$ cat src/rtl/sd_spi_pkg.sv
// Shared FSM encoding and 50 MHz timing defaults for the SD-card SPI front end.
package sd_spi_pkg;

    typedef enum logic [1:0] {StIdle, StGrant, StGap} sd_state_e;

    localparam int unsigned INIT_DIV_DEF = 62;  // ~397 kHz identification clock
    localparam int unsigned FAST_DIV_DEF = 1;   // 12.5 MHz data-transfer clock
    localparam int unsigned GAP_CLKS_DEF = 8;

endpackage

$ cat src/rtl/sd_sck_gen.sv
// SPI clock generator: divides clk into sd_ck and emits registered edge strobes for the clients.
module sd_sck_gen
    import sd_spi_pkg::*;
#(
    parameter int unsigned DIV_W    = 8,
    parameter int unsigned INIT_DIV = INIT_DIV_DEF,
    parameter int unsigned FAST_DIV = FAST_DIV_DEF
) (
    input  logic clk,
    input  logic rst_n,
    input  logic run,
    input  logic div_sel,
    input  logic force_low,
    output logic sd_ck,
    output logic sck_rise,
    output logic sck_fall
);

    logic [DIV_W-1:0] div_cnt_q, div_cnt_d;
    logic [DIV_W-1:0] cur_div_q, cur_div_d;
    logic             sd_ck_q, sd_ck_d;
    logic             rise_q, rise_d;
    logic             fall_q, fall_d;

    always_comb begin
        div_cnt_d = div_cnt_q;
        cur_div_d = cur_div_q;
        sd_ck_d   = sd_ck_q;
        rise_d    = 1'b0;
        fall_d    = 1'b0;
        if (!run || force_low) begin
            div_cnt_d = '0;
            sd_ck_d   = 1'b0;
        end else begin
            // Ratio only changes at the start of a low phase, so no runt pulses reach the card.
            if (!sd_ck_q && (div_cnt_q == '0)) begin
                cur_div_d = div_sel ? DIV_W'(FAST_DIV) : DIV_W'(INIT_DIV);
            end
            if (div_cnt_q == cur_div_d) begin
                div_cnt_d = '0;
                sd_ck_d   = ~sd_ck_q;
                rise_d    = ~sd_ck_q;
                fall_d    = sd_ck_q;
            end else begin
                div_cnt_d = div_cnt_q + DIV_W'(1);
            end
        end
    end

    always_ff @(posedge clk or negedge rst_n) begin
        if (!rst_n) begin
            div_cnt_q <= '0;
            cur_div_q <= DIV_W'(INIT_DIV);
            sd_ck_q   <= 1'b0;
            rise_q    <= 1'b0;
            fall_q    <= 1'b0;
        end else begin
            div_cnt_q <= div_cnt_d;
            cur_div_q <= cur_div_d;
            sd_ck_q   <= sd_ck_d;
            rise_q    <= rise_d;
            fall_q    <= fall_d;
        end
    end

    assign sd_ck    = sd_ck_q;
    assign sck_rise = rise_q;
    assign sck_fall = fall_q;

endmodule

$ cat src/rtl/sd_spi_mux.sv
// Shares one SD-card SPI pin set between NUM_CH client engines with round-robin ownership,
// a CSn-high gap between owners, and a slow/fast SCK chosen by init_done.
module sd_spi_mux
    import sd_spi_pkg::*;
#(
    parameter int unsigned NUM_CH   = 3,
    parameter int unsigned DIV_W    = 8,
    parameter int unsigned INIT_DIV = INIT_DIV_DEF,
    parameter int unsigned FAST_DIV = FAST_DIV_DEF,
    parameter int unsigned GAP_CLKS = GAP_CLKS_DEF
) (
    input  logic              clk,
    input  logic              rst_n,
    input  logic              reinit,
    input  logic              sd_miso,
    output logic              sd_ck,
    output logic              sd_mosi,
    output logic              sd_csn,
    input  logic [NUM_CH-1:0] ch_req,
    input  logic [NUM_CH-1:0] ch_done,
    input  logic [NUM_CH-1:0] ch_mosi,
    input  logic [NUM_CH-1:0] ch_csn,
    output logic [NUM_CH-1:0] ch_grant,
    output logic              sck_rise,
    output logic              sck_fall,
    output logic              init_done,
    output logic              busy
);

    localparam int unsigned CH_W  = $clog2(NUM_CH);
    localparam int unsigned GAP_W = $clog2(GAP_CLKS + 1);

    sd_state_e         state_q, state_d;
    logic [CH_W-1:0]   grant_idx_q, grant_idx_d;
    logic [NUM_CH-1:0] grant_q, grant_d;
    logic [CH_W-1:0]   rr_ptr_q, rr_ptr_d;
    logic [GAP_W-1:0]  gap_cnt_q, gap_cnt_d;
    logic              init_done_q, init_done_d;
    logic              sd_mosi_q, sd_mosi_d;
    logic              sd_csn_q, sd_csn_d;

    logic [NUM_CH-1:0] elig;
    logic [31:0]       scan;
    logic [CH_W-1:0]   scan_idx;
    logic [CH_W-1:0]   pick_idx;
    logic              pick_vld;
    logic              sck_force_low;

    // Card MISO goes straight to the clients; nothing in here consumes it.
    logic miso_unused;
    assign miso_unused = sd_miso;

    // A reinit pulse must already block the data channels in the cycle it arrives.
    always_comb begin
        elig     = (init_done_q && !reinit) ? ch_req : (ch_req & NUM_CH'(1));
        pick_vld = 1'b0;
        pick_idx = '0;
        scan     = '0;
        scan_idx = '0;
        for (int unsigned i = 0; i < NUM_CH; i++) begin
            scan     = (32'(rr_ptr_q) + i) % NUM_CH;
            scan_idx = CH_W'(scan);
            if (!pick_vld && elig[scan_idx]) begin
                pick_vld = 1'b1;
                pick_idx = scan_idx;
            end
        end
    end

    always_comb begin
        state_d       = state_q;
        grant_idx_d   = grant_idx_q;
        grant_d       = grant_q;
        rr_ptr_d      = rr_ptr_q;
        gap_cnt_d     = gap_cnt_q;
        init_done_d   = init_done_q;
        sd_mosi_d     = 1'b1;
        sd_csn_d      = 1'b1;
        sck_force_low = 1'b0;
        unique case (state_q)
            StIdle: begin
                if (pick_vld) begin
                    state_d     = StGrant;
                    grant_idx_d = pick_idx;
                    grant_d     = NUM_CH'(1) << pick_idx;
                end
            end
            StGrant: begin
                if (ch_done[grant_idx_q]) begin
                    state_d   = StGap;
                    grant_d   = '0;
                    gap_cnt_d = '0;
                    rr_ptr_d  = (grant_idx_q == CH_W'(NUM_CH - 1)) ? '0
                                                                   : grant_idx_q + CH_W'(1);
                    if (grant_idx_q == '0) begin
                        init_done_d = 1'b1;
                    end
                end else begin
                    sd_mosi_d = ch_mosi[grant_idx_q];
                    sd_csn_d  = ch_csn[grant_idx_q];
                end
            end
            StGap: begin
                if (sck_rise) begin
                    if (gap_cnt_q == GAP_W'(GAP_CLKS - 1)) begin
                        state_d       = StIdle;
                        sck_force_low = 1'b1;
                    end else begin
                        gap_cnt_d = gap_cnt_q + GAP_W'(1);
                    end
                end
            end
            default: state_d = StIdle;
        endcase
        if (reinit) begin
            init_done_d = 1'b0;
        end
    end

    always_ff @(posedge clk or negedge rst_n) begin
        if (!rst_n) begin
            state_q     <= StIdle;
            grant_idx_q <= '0;
            grant_q     <= '0;
            rr_ptr_q    <= CH_W'(1);
            gap_cnt_q   <= '0;
            init_done_q <= 1'b0;
            sd_mosi_q   <= 1'b1;
            sd_csn_q    <= 1'b1;
        end else begin
            state_q     <= state_d;
            grant_idx_q <= grant_idx_d;
            grant_q     <= grant_d;
            rr_ptr_q    <= rr_ptr_d;
            gap_cnt_q   <= gap_cnt_d;
            init_done_q <= init_done_d;
            sd_mosi_q   <= sd_mosi_d;
            sd_csn_q    <= sd_csn_d;
        end
    end

    sd_sck_gen #(
        .DIV_W    (DIV_W),
        .INIT_DIV (INIT_DIV),
        .FAST_DIV (FAST_DIV)
    ) u_sck_gen (
        .clk       (clk),
        .rst_n     (rst_n),
        .run       (state_q != StIdle),
        .div_sel   (init_done_q),
        .force_low (sck_force_low),
        .sd_ck     (sd_ck),
        .sck_rise  (sck_rise),
        .sck_fall  (sck_fall)
    );

    assign sd_mosi   = sd_mosi_q;
    assign sd_csn    = sd_csn_q;
    assign ch_grant  = grant_q;
    assign init_done = init_done_q;
    assign busy      = (state_q != StIdle);

endmodule

$ cat config.mk
export PLATFORM = sky130hd
export DESIGN_NAME = sd_spi_mux
export DESIGN_NICKNAME = d
export VERILOG_FILES = /design/src/rtl/sd_spi_pkg.sv /design/src/rtl/sd_sck_gen.sv /design/src/rtl/sd_spi_mux.sv
export SDC_FILE = /design/constraint.sdc
export NUM_CORES = 1
export LEC_CHECK = 0
export ABC_AREA = 1
export BUFFER_PORTS_ARGS = -buffer_cell sky130_fd_sc_hd__buf_4
export CAP_MARGIN = 10
export CORE_MARGIN = 3
export CORE_UTILIZATION = 42
export CTS_BUF_LIST = sky130_fd_sc_hd__clkbuf_4
export CTS_CLUSTER_DIAMETER = 50
export DETAILED_ROUTE_END_ITERATION = 8
export PLACE_DENSITY = 0.63
export SLEW_MARGIN = 20
export SYNTH_ARGS = -nofsm -noshare
export SYNTH_HDL_FRONTEND = slang
export SYNTH_SLANG_ARGS = --single-unit
$ cat constraint.sdc
create_clock -name clk -period 2.2 [get_ports clk]
set_input_delay 0.22 -clock clk [delete_from_list [all_inputs] [get_ports clk]]
set_output_delay 0.22 -clock clk [all_outputs]
set_load 0.005 [all_outputs]
==> results.json, run 1 <==
{
  "crit_path_max_fanout": 4,
  "cts_num_sinks": 35,
  "portBuffers": 24,
  "maxClockFrequency_mhz": 500,
  "rows": 24,
  "initial_core_util": 0.452,
  "drive_gt1_frac": 0.224,
  "drv_slew": 0,
  "dieArea_um2": 5720,
  "io_pins": 26,
  "setup_viol": 0,
  "period_share": 0.908,
  "gr-total-overflow": 0,
  "setup_tns_ns": 0,
  "die_h_um": 75.6,
  "fin_area_um2": 2360,
  "synthesis.nets": 283,
  "wirelength_um": 4000,
  "antenna_found_initial": 0,
  "post_drt_wl_per_cell_um": 11.5,
  "tightest_slew_ns": 0.457,
  "htreeDepth": 2,
  "yosysSeqAreaShare": 0.435,
  "synth_seq_cells": 35,
  "rrSetupSlack_ns": 0.20,
  "globalplace.congestion": 0.834,
  "synth_area_um2": 2040,
  "hp-class": "input pin to flop",
  "area_delta_synth_final_pct": 15.9,
  "syn_area_per_cell_um2": 7.80,
  "synth.largest_area_cell": "dfrtp_1",
  "maxCapViolations": 0,
  "min_period_ns": 2.00,
  "ys.warnings.count": 0,
  "diodes": 0,
  "worst_ep_arrival_time_ns": 2.21,
  "yosys-top-cells-area": "dfrtp_1, nand2_1, dfstp_2, inv_1, nand3_1",
  "clock_skew_ns": 0.00915,
  "placed_area_um2": 2280,
  "clk_latency_ns": 0.33,
  "relSlewSlack": 0.692,
  "grt_max_degree": 36,
  "clk_pin_slew_ns": 0.10,
  "firstDrtPassIters": 4,
  "cts_buffers": 5,
  "grt_pass1_vias": 1606,
  "cp.required_ns": 2.41,
  "routed_via_density": 4.89,
  "yosysUniqueCellTypes": 30,
  "synth_top_area_share": 0.332,
  "p_leak_nw": 1.25,
  "synthCells": 261,
  "drtIter0Drc": 68,
  "route.detailed.drc": 0,
  "ir_drop_uv": 489,
  "path_class": "flop to flop",
  "hpwl_um": 3100,
  "final_nets": 316,
  "cts-root-buf": "clkbuf_4",
  "grt_pass1_wl_um": 6980,
  "status": "finished clean",
  "postRouteAntennaNets": 0,
  "worstSetupEndpointType": "flop",
  "vias": 1698,
  "start_kind": "flop",
  "hold_violations": 0,
  "cts_tree": "built",
  "rsz0062_at_grt": "no",
  "core_um2": 4500,
  "die-width_um": 75.6,
  "power_density_nw_per_um2": 1080,
  "grt_use_total": 0.163,
  "cts_buffer_depth": 2,
  "utilization": 0.524
}
==> placed cells by master (no fill, tap or decap), types with 3 or more instances in the layout <==
cell	netlist	routed
nand3_1	28	28
dfrtp_1	27	27
nor3_1	5	5
nor2_4	3	3
inv_2	3	3
nand2_1	70	70
nor2_2	10	10
clkbuf_4	0	6
inv_1	38	38
a21oi_1	10	10
nand2_2	5	4
nor2_1	14	14
ha_1	6	6
dfstp_2	8	8
xor2_1	5	5
o21ai_0	11	10
buf_4	0	26
==> routing by layer <==
layer	track usage	share of wire	routed length (um)
met1	0.199	0.47	1890
met4	0.0699	0.013	53
met3	0.0369	0.036	142
met5	0	0	0
met2	0.274	0.48	1920
==> Yosys cell counts <==
cell and number:
xor2_1 5, a31oi_4 1, o211ai_1 2, nand2_2 5, dfstp_2 8, nor2_4 3, dfrtp_1 27, nand3_2 2
nand2_4 1, inv_1 38, buf_6 1, nand3_1 28, o22ai_1 1, nor2_1 14, ha_1 6, nor2_2 10
nand4_1 2, o21ai_1 1, o31ai_1 1, o21ai_0 11, inv_2 3, o311ai_0 1, or2_1 1, o21a_1 1
o221ai_2 1, nand2_1 70, a21oi_1 10, o21bai_1 1, nor3_1 5, xnor2_1 1
==> registers in the layout, summed over array words and instances (netlist names) <==
register and flops:
init_done 1, u_sck_gen.sck_fall 1, sd_csn 1, u_sck_gen.sck_rise 1, u_sck_gen.cur_div_q 8, u_sck_gen.div_cnt_q 8
ch_grant 3, u_sck_gen.sd_ck 1, rr_ptr_q 2, state_q 2, grant_idx_q 2, sd_mosi 1
gap_cnt_q 4
==> power breakdown <==
part	total [mW]	internal, mW	leakage, nW	switching (mW)
combinational	1.22	0.487	0.786	0.734
sequential	0.996	0.847	0.430	0.148
clock	0.338	0.131	0.0307	0.208
==> worst max-delay path, cell delays in order (launching register included) <==
cell	delay, ns
dfstp_2	0.54
inv_1	0.07
ha_1	0.34
o311ai_0	0.45
nand3_1	0.12
nand2_1	0.13
inv_1	0.07
o21ai_1	0.11
nand2_1	0.07
==> path summary, 6_finish.rpt <==
| check | from | to | depth (start not counted) |
|---|---|---|---|
| max | rr_ptr_q[0] | ch_grant[2] | 8 |
| max in group asynchronous | rst_n | rr_ptr_q[0] | 2 |
| min reg2reg | u_sck_gen.cur_div_q[4] | u_sck_gen.cur_div_q[4] | 2 |
| min | reinit | init_done | 2 |
| max reg2reg | rr_ptr_q[0] | ch_grant[2] | 8 |
| min in group asynchronous | rst_n | u_sck_gen.div_cnt_q[6] | 2 |
==> final cells by class <==
class | instances | area (um^2)
Multi-Input combinational cell | 184 | 997
Tap cell | 52 | 65.1
Clock inverter | 2 | 7.51
Sequential cell | 35 | 886
Fill cell | 437 | 2140
Inverter | 41 | 154
Clock buffer | 6 | 45.0
Timing Repair Buffer | 27 | 205
==> stage by stage <==
step / power, mW / hold WS, ns / setup slack [ns] / cells
after floorplan: 1.93 / -0.0756 / 0.317 / 261
after global placement: 2.20 / 0.201 / 0.162 / 338
after detailed placement: 2.22 / 0.208 / 0.176 / 338
after CTS: 2.57 / 0.0226 / 0.128 / 347
after global routing: 2.83 / 0.0173 / 0.0111 / 347
final: 2.55 / 0.0409 / 0.202 / 347
==> kinds of logic (layout without fill, tap and decap cells) <==
group,Yosys count,after routing,synth area share
buffers and inverters,42,76,0.0811
and+or+nand+nor,141,141,0.323
xor gates and xnor gates,6,6,0.0258
DFF,35,35,0.435
AOI/OAI and AO/OA,31,31,0.0977
adders and majority gates,6,6,0.0369
==> what timing repair did <==
action / CTS / global route
hold buffers: 1 / 0
setup buffers: 0 / 0
gates resized for setup: 0 / 3
endpoints found under the setup margin: 0 / 12
hold endpoints to repair: 27 / 0
(Power assumes the default switching activity.)
==> inputs of run 2 (changes only) <==
BUFFER_PORTS_ARGS = -buffer_cell sky130_fd_sc_hd__buf_2   (was -buffer_cell sky130_fd_sc_hd__buf_4)
==> run 2 against run 1 <==
Net effect:
- sequential power barely moved
- global-route usage barely moved
- non-clock buffer count did not move
- via count rose by 0.24%
==> results.json, run 2 (synthesized netlist as in run 1, its figures left out) <==
{
  "period_share": 0.893,
  "start_kind": "flop",
  "gr-total-overflow": 0,
  "critPathTopFamily": "simple AND/OR/NAND/NOR gates",
  "io_pins": 26,
  "post-place-ws_ns": 0.180,
  "drv_slew": 0,
  "maxCapViolations": 0,
  "hold_violations": 0,
  "diodes": 0,
  "vias": 1702,
  "min_period_ns": 1.96,
  "rows": 24,
  "postRouteAntennaNets": 0,
  "mostFrequentLayoutCells": "nand2_1, inv_1, nand3_1",
  "grt_use_total": 0.163,
  "reg2reg_depth": 13,
  "hp-class": "input pin to flop",
  "r2r_start": "u_sck_gen.div_cnt_q[0]",
  "tightest_slew_ns": 0.793,
  "report.power.total_mw": 2.55,
  "cts_num_sinks": 35,
  "portBuffers": 24,
  "cp_common_cell": "nand2_1",
  "grt_max_degree": 36,
  "worstReg2RegEnd": "u_sck_gen.div_cnt_q[1]",
  "critPathLaunch": "u_sck_gen.div_cnt_q[0]",
  "placed_area_um2": 2220,
  "power_density_nw_per_um2": 1110,
  "antenna_found_initial": 0,
  "final_common_cell": "nand2_1",
  "rsz0062_at_grt": "no",
  "nFillCells": 433,
  "routed_via_density": 4.90,
  "die-width_um": 75.6,
  "reg_top3": "u_sck_gen.cur_div_q x8, u_sck_gen.div_cnt_q x8, gap_cnt_q x4",
  "grt_pass1_vias": 1695,
  "drtIter0Drc": 103,
  "firstDrtPassIters": 4,
  "fin_ws_ns": 0.235,
  "globalplace.congestion": 0.817,
  "clock_skew_ns": 0.0164,
  "crit_path_max_fanout": 12,
  "post_drt_wl_per_cell_um": 11.6,
  "initial_core_util": 0.452,
  "setup_viol": 0,
  "path_buf_inv": 1,
  "path_class": "flop to flop",
  "route.detailed.drc": 0,
  "ir_drop_uv": 487,
  "core_um2": 4500,
  "fin_hold_ws_ns": 0.0460,
  "die_h_um": 75.6,
  "setup_tns_ns": 0,
  "hpwl_um": 3110,
  "min_from": "reinit",
  "p_leak_nw": 1.23,
  "drive_gt1_frac": 0.231,
  "worstSetupEndpointType": "flop",
  "fin_area_um2": 2300,
  "cts-root-buf": "clkbuf_4",
  "min_to": "init_done",
  "dieArea_um2": 5720,
  "maxClockFrequency_mhz": 509,
  "htreeDepth": 2,
  "cts_buffer_depth": 2,
  "max_stage_delay_ns": 0.45,
  "cts_buffers": 5,
  "crit_chain": "inv_1, ha_1, nand2_2, nor2_4, nand3_4, nand2_1, nand2_1, nand2_1, nand2_1, nor2_1, nand2_2, nand2_4, nor2_2",
  "cp.required_ns": 2.45,
  "clk_latency_ns": 0.34,
  "rrSetupSlack_ns": 0.24,
  "area_delta_synth_final_pct": 13.2,
  "clk_pin_slew_ns": 0.12,
  "cts_tree": "built",
  "min_path_cells": 2,
  "final_nets": 316,
  "status": "finished clean",
  "relSlewSlack": 0.471,
  "grt_pass1_wl_um": 7130,
  "worst_ep_arrival_time_ns": 2.21,
  "wirelength_um": 4040,
  "cp_slowest_cell": "dfrtp_1"
}
## run 2: layout make-up
class                           instances  area [um^2]  area share
Multi-Input combinational cell        184          997       0.433
Sequential cell                        35          886       0.384
Inverter                               41          154      0.0668
Timing Repair Buffer                   27          145      0.0630
Tap cell                               52         65.1      0.0282
Clock buffer                            5         37.5      0.0163
Clock inverter                          3         20.0     0.00869
## run 2: how the worst max path moves through the flow
stage,endpoint,slack [ns],cells past startpoint
after CTS,u_sck_gen.div_cnt_q[7],0.16,13
after detailed placement,grant_idx_q[1],0.18,8
after global routing,u_sck_gen.div_cnt_q[1],0.005,13
after global placement,ch_grant[2],0.16,8
after floorplan,ch_grant[2],0.32,8
final,u_sck_gen.div_cnt_q[1],0.24,13
## run 2: worst reg2reg max path, stage by stage, from the launching register on
cell and delay, ns:
dfrtp_1 0.45, inv_1 0.12, ha_1 0.17, nand2_2 0.07
nor2_4 0.19, nand3_4 0.18, nand2_1 0.12, nand2_1 0.05
nand2_1 0.08, nand2_1 0.05, nor2_1 0.12, nand2_2 0.09
nand2_4 0.15, nor2_2 0.05
## run 2: through the flow
stage / utilization / instances
global route: 0.512 / 347
floorplan: - / 261
finish: 0.512 / 347
global placement: 0.494 / 338
CTS: 0.509 / 347
detailed placement: 0.494 / 338
## run 2: repair_timing
action                                 4_1_cts  5_1_grt
setup buffers                                0        0
setup endpoints to repair                    0       12
endpoints found under the hold margin       27        0
resized for setup                            0        4
hold buffers                                 1        0
## run 2: power breakdown
| part | internal (mW) | switching (mW) | total (mW) |
|---|---|---|---|
| Sequential | 0.847 | 0.154 | 1.00 |
| Combinational | 0.465 | 0.736 | 1.20 |
| Clock | 0.122 | 0.229 | 0.351 |
## run 2: per-layer routing
metal  global-route usage  share of wire
met3               0.0449          0.034
met1                0.198           0.48
met2                0.282           0.48
met5                    0              0
met4               0.0466         0.0062
==> inputs of run 3 (changes only) <==
CELL_PAD_IN_SITES_DETAIL_PLACEMENT = 1   (was default)
CELL_PAD_IN_SITES_GLOBAL_PLACEMENT = 1   (was default)
MAX_ROUTING_LAYER = met4   (was default)
PLACE_DENSITY = 0.8   (was 0.63)
==> run 3 against run 2 <==
Net effect:
- clock skew fell by 0.0046 ns
- cell area is 0.43% higher
- worst setup slack worse by 0.080 ns
- register-to-register slack worse by 0.08 ns
- critical path type unchanged
- non-clock buffer count is the same
- die area unchanged
- highest routed layer unchanged
- largest cell class unchanged
- cell count is the same
- core utilization up 0.22 points
- critical path depth down 1
- sequential cell count unchanged
- first-iteration DRC count decreased by 44%
- combinational power rose by 5%
==> results.json, run 3 (synthesized netlist as in run 1, its figures left out) <==
{
  "status": "finished clean",
  "ir_drop_uv": 514,
  "wl_met3_um": 162,
  "globalplace.congestion": 0.824,
  "clk_pin_slew_ns": 0.11,
  "route.detailed.drc": 0,
  "nFillCells": 574,
  "min_period_ns": 2.04,
  "dieArea_um2": 5720,
  "tightest_slew_ns": 0.780,
  "path_class": "flop to flop",
  "cts_num_sinks": 35,
  "cp.required_ns": 2.43,
  "cts_tree": "built",
  "diodes": 0,
  "cp.depth": 12,
  "rows": 24,
  "start_kind": "flop",
  "postRouteAntennaNets": 0,
  "fin_ws_ns": 0.155,
  "hold_violations": 0,
  "period_share": 0.929,
  "path_buf_inv": 3,
  "initial_core_util": 0.452,
  "topRoutingLayerUsed": "met4",
  "r2r_start": "rr_ptr_q[0]",
  "post-place-ws_ns": 0.0746,
  "portBuffers": 24,
  "worst_ep_arrival_time_ns": 2.27,
  "maxClockFrequency_mhz": 489,
  "post_drt_wl_per_cell_um": 13.3,
  "relSlewSlack": 0.480,
  "hp-class": "input pin to flop",
  "wl_met1_um": 2050,
  "cp_slowest_cell": "dfstp_2",
  "crit_path_max_fanout": 4,
  "clk_latency_ns": 0.34,
  "setup_viol": 0,
  "mostFrequentLayoutCells": "nand2_1, inv_1, nand3_1",
  "drv_slew": 0,
  "grt_use_total": 0.187,
  "p_leak_nw": 1.23,
  "worstSetupEndpointType": "flop",
  "wirelength_um": 4600,
  "core_um2": 4500,
  "antenna_found_initial": 0,
  "cts_buffers": 5,
  "report.power.total_mw": 2.60,
  "max_stage_delay_ns": 0.55,
  "reg_top3": "u_sck_gen.cur_div_q x8, u_sck_gen.div_cnt_q x8, gap_cnt_q x4",
  "gr-total-overflow": 0,
  "grt_pass1_wl_um": 7890,
  "multi_input_area_um2": 1010,
  "grt_max_degree": 36,
  "grt_pass1_vias": 1845,
  "worstReg2RegEnd": "ch_grant[0]",
  "crit_chain": "inv_1, ha_1, inv_1, nor3_2, a21oi_1, nand2_1, nor2_1, nand2_1, inv_1, nor2_1, nand2_1, nand2_1",
  "cts-root-buf": "clkbuf_4",
  "critPathLaunch": "rr_ptr_q[0]",
  "hpwl_um": 3570,
  "cts_setup_buffers": 0,
  "cp_common_cell": "nand2_1",
  "seqCellArea_um2": 886,
  "cts_buffer_depth": 2,
  "placed_area_um2": 2220,
  "io_pins": 26,
  "fin_area_um2": 2310,
  "setup_tns_ns": 0,
  "final_nets": 316,
  "routed_via_density": 5.09,
  "drive_gt1_frac": 0.234,
  "critPathTopFamily": "flip-flops",
  "clock_skew_ns": 0.0118,
  "vias": 1766,
  "die_h_um": 75.6,
  "die-width_um": 75.6,
  "reg2reg_depth": 12,
  "htreeDepth": 2,
  "met2WireLength_um": 2330,
  "drtIter0Drc": 58,
  "firstDrtPassIters": 4,
  "area_delta_synth_final_pct": 13.7,
  "rrSetupSlack_ns": 0.16,
  "maxCapViolations": 0,
  "crit_end": "ch_grant[0]",
  "power_density_nw_per_um2": 1120,
  "final_common_cell": "nand2_1"
}
[run 3: how the worst min path moves through the flow]
| stage | from | endpoint | slack (ns) | depth (start not counted) |
|---|---|---|---|---|
| 6_report | reinit | init_done | 0.04 | 2 |
| 3_5_place_dp | rst_n | u_sck_gen.cur_div_q[6] | 0.35 | 1 |
| 3_3_place_gp | rst_n | u_sck_gen.cur_div_q[6] | 0.35 | 1 |
| 5_1_grt | reinit | init_done | 0.03 | 2 |
| 2_1_floorplan | rst_n | ch_grant[0] | -0.08 | 0 |
| 4_1_cts | reinit | init_done | 0.04 | 2 |
[run 3: what timing repair did]
action	in CTS	in global routing
gates resized for setup	0	7
endpoints found under the hold margin	27	0
setup endpoints to repair	0	14
hold buffers	1	0
[run 3: metal layers]
metal / global-route usage / vias to the layer above
li1: - / 897
met1: 0.210 / 828
met2: 0.325 / 33
met3: 0.0435 / 8
met4: 0.0621 / 0
met5: - / -
[run 3: power breakdown]
part	internal (mW)	switching, mW	leakage (nW)
Sequential	0.847	0.155	0.430
Clock	0.131	0.212	0.0307
Combinational	0.477	0.780	0.771
[run 3: final cells by class]
class,count,share of cell area
multi-input cells,184,0.437
flip-flops and latches,35,0.383
inverters,41,0.0665
repair buffers,27,0.0627
well taps,52,0.0281
clock buffers,6,0.0195
clock inverters,2,0.00324
[run 3: per-stage QoR]
| step | util | hold WS, ns | instances |
|---|---|---|---|
| finish | 0.514 | 0.0408 | 347 |
| global route | 0.514 | 0.0259 | 347 |
| CTS | 0.508 | 0.0351 | 347 |
| detailed placement | 0.494 | 0.355 | 338 |
| global placement | 0.494 | 0.345 | 338 |
| floorplan | - | -0.0756 | 261 |
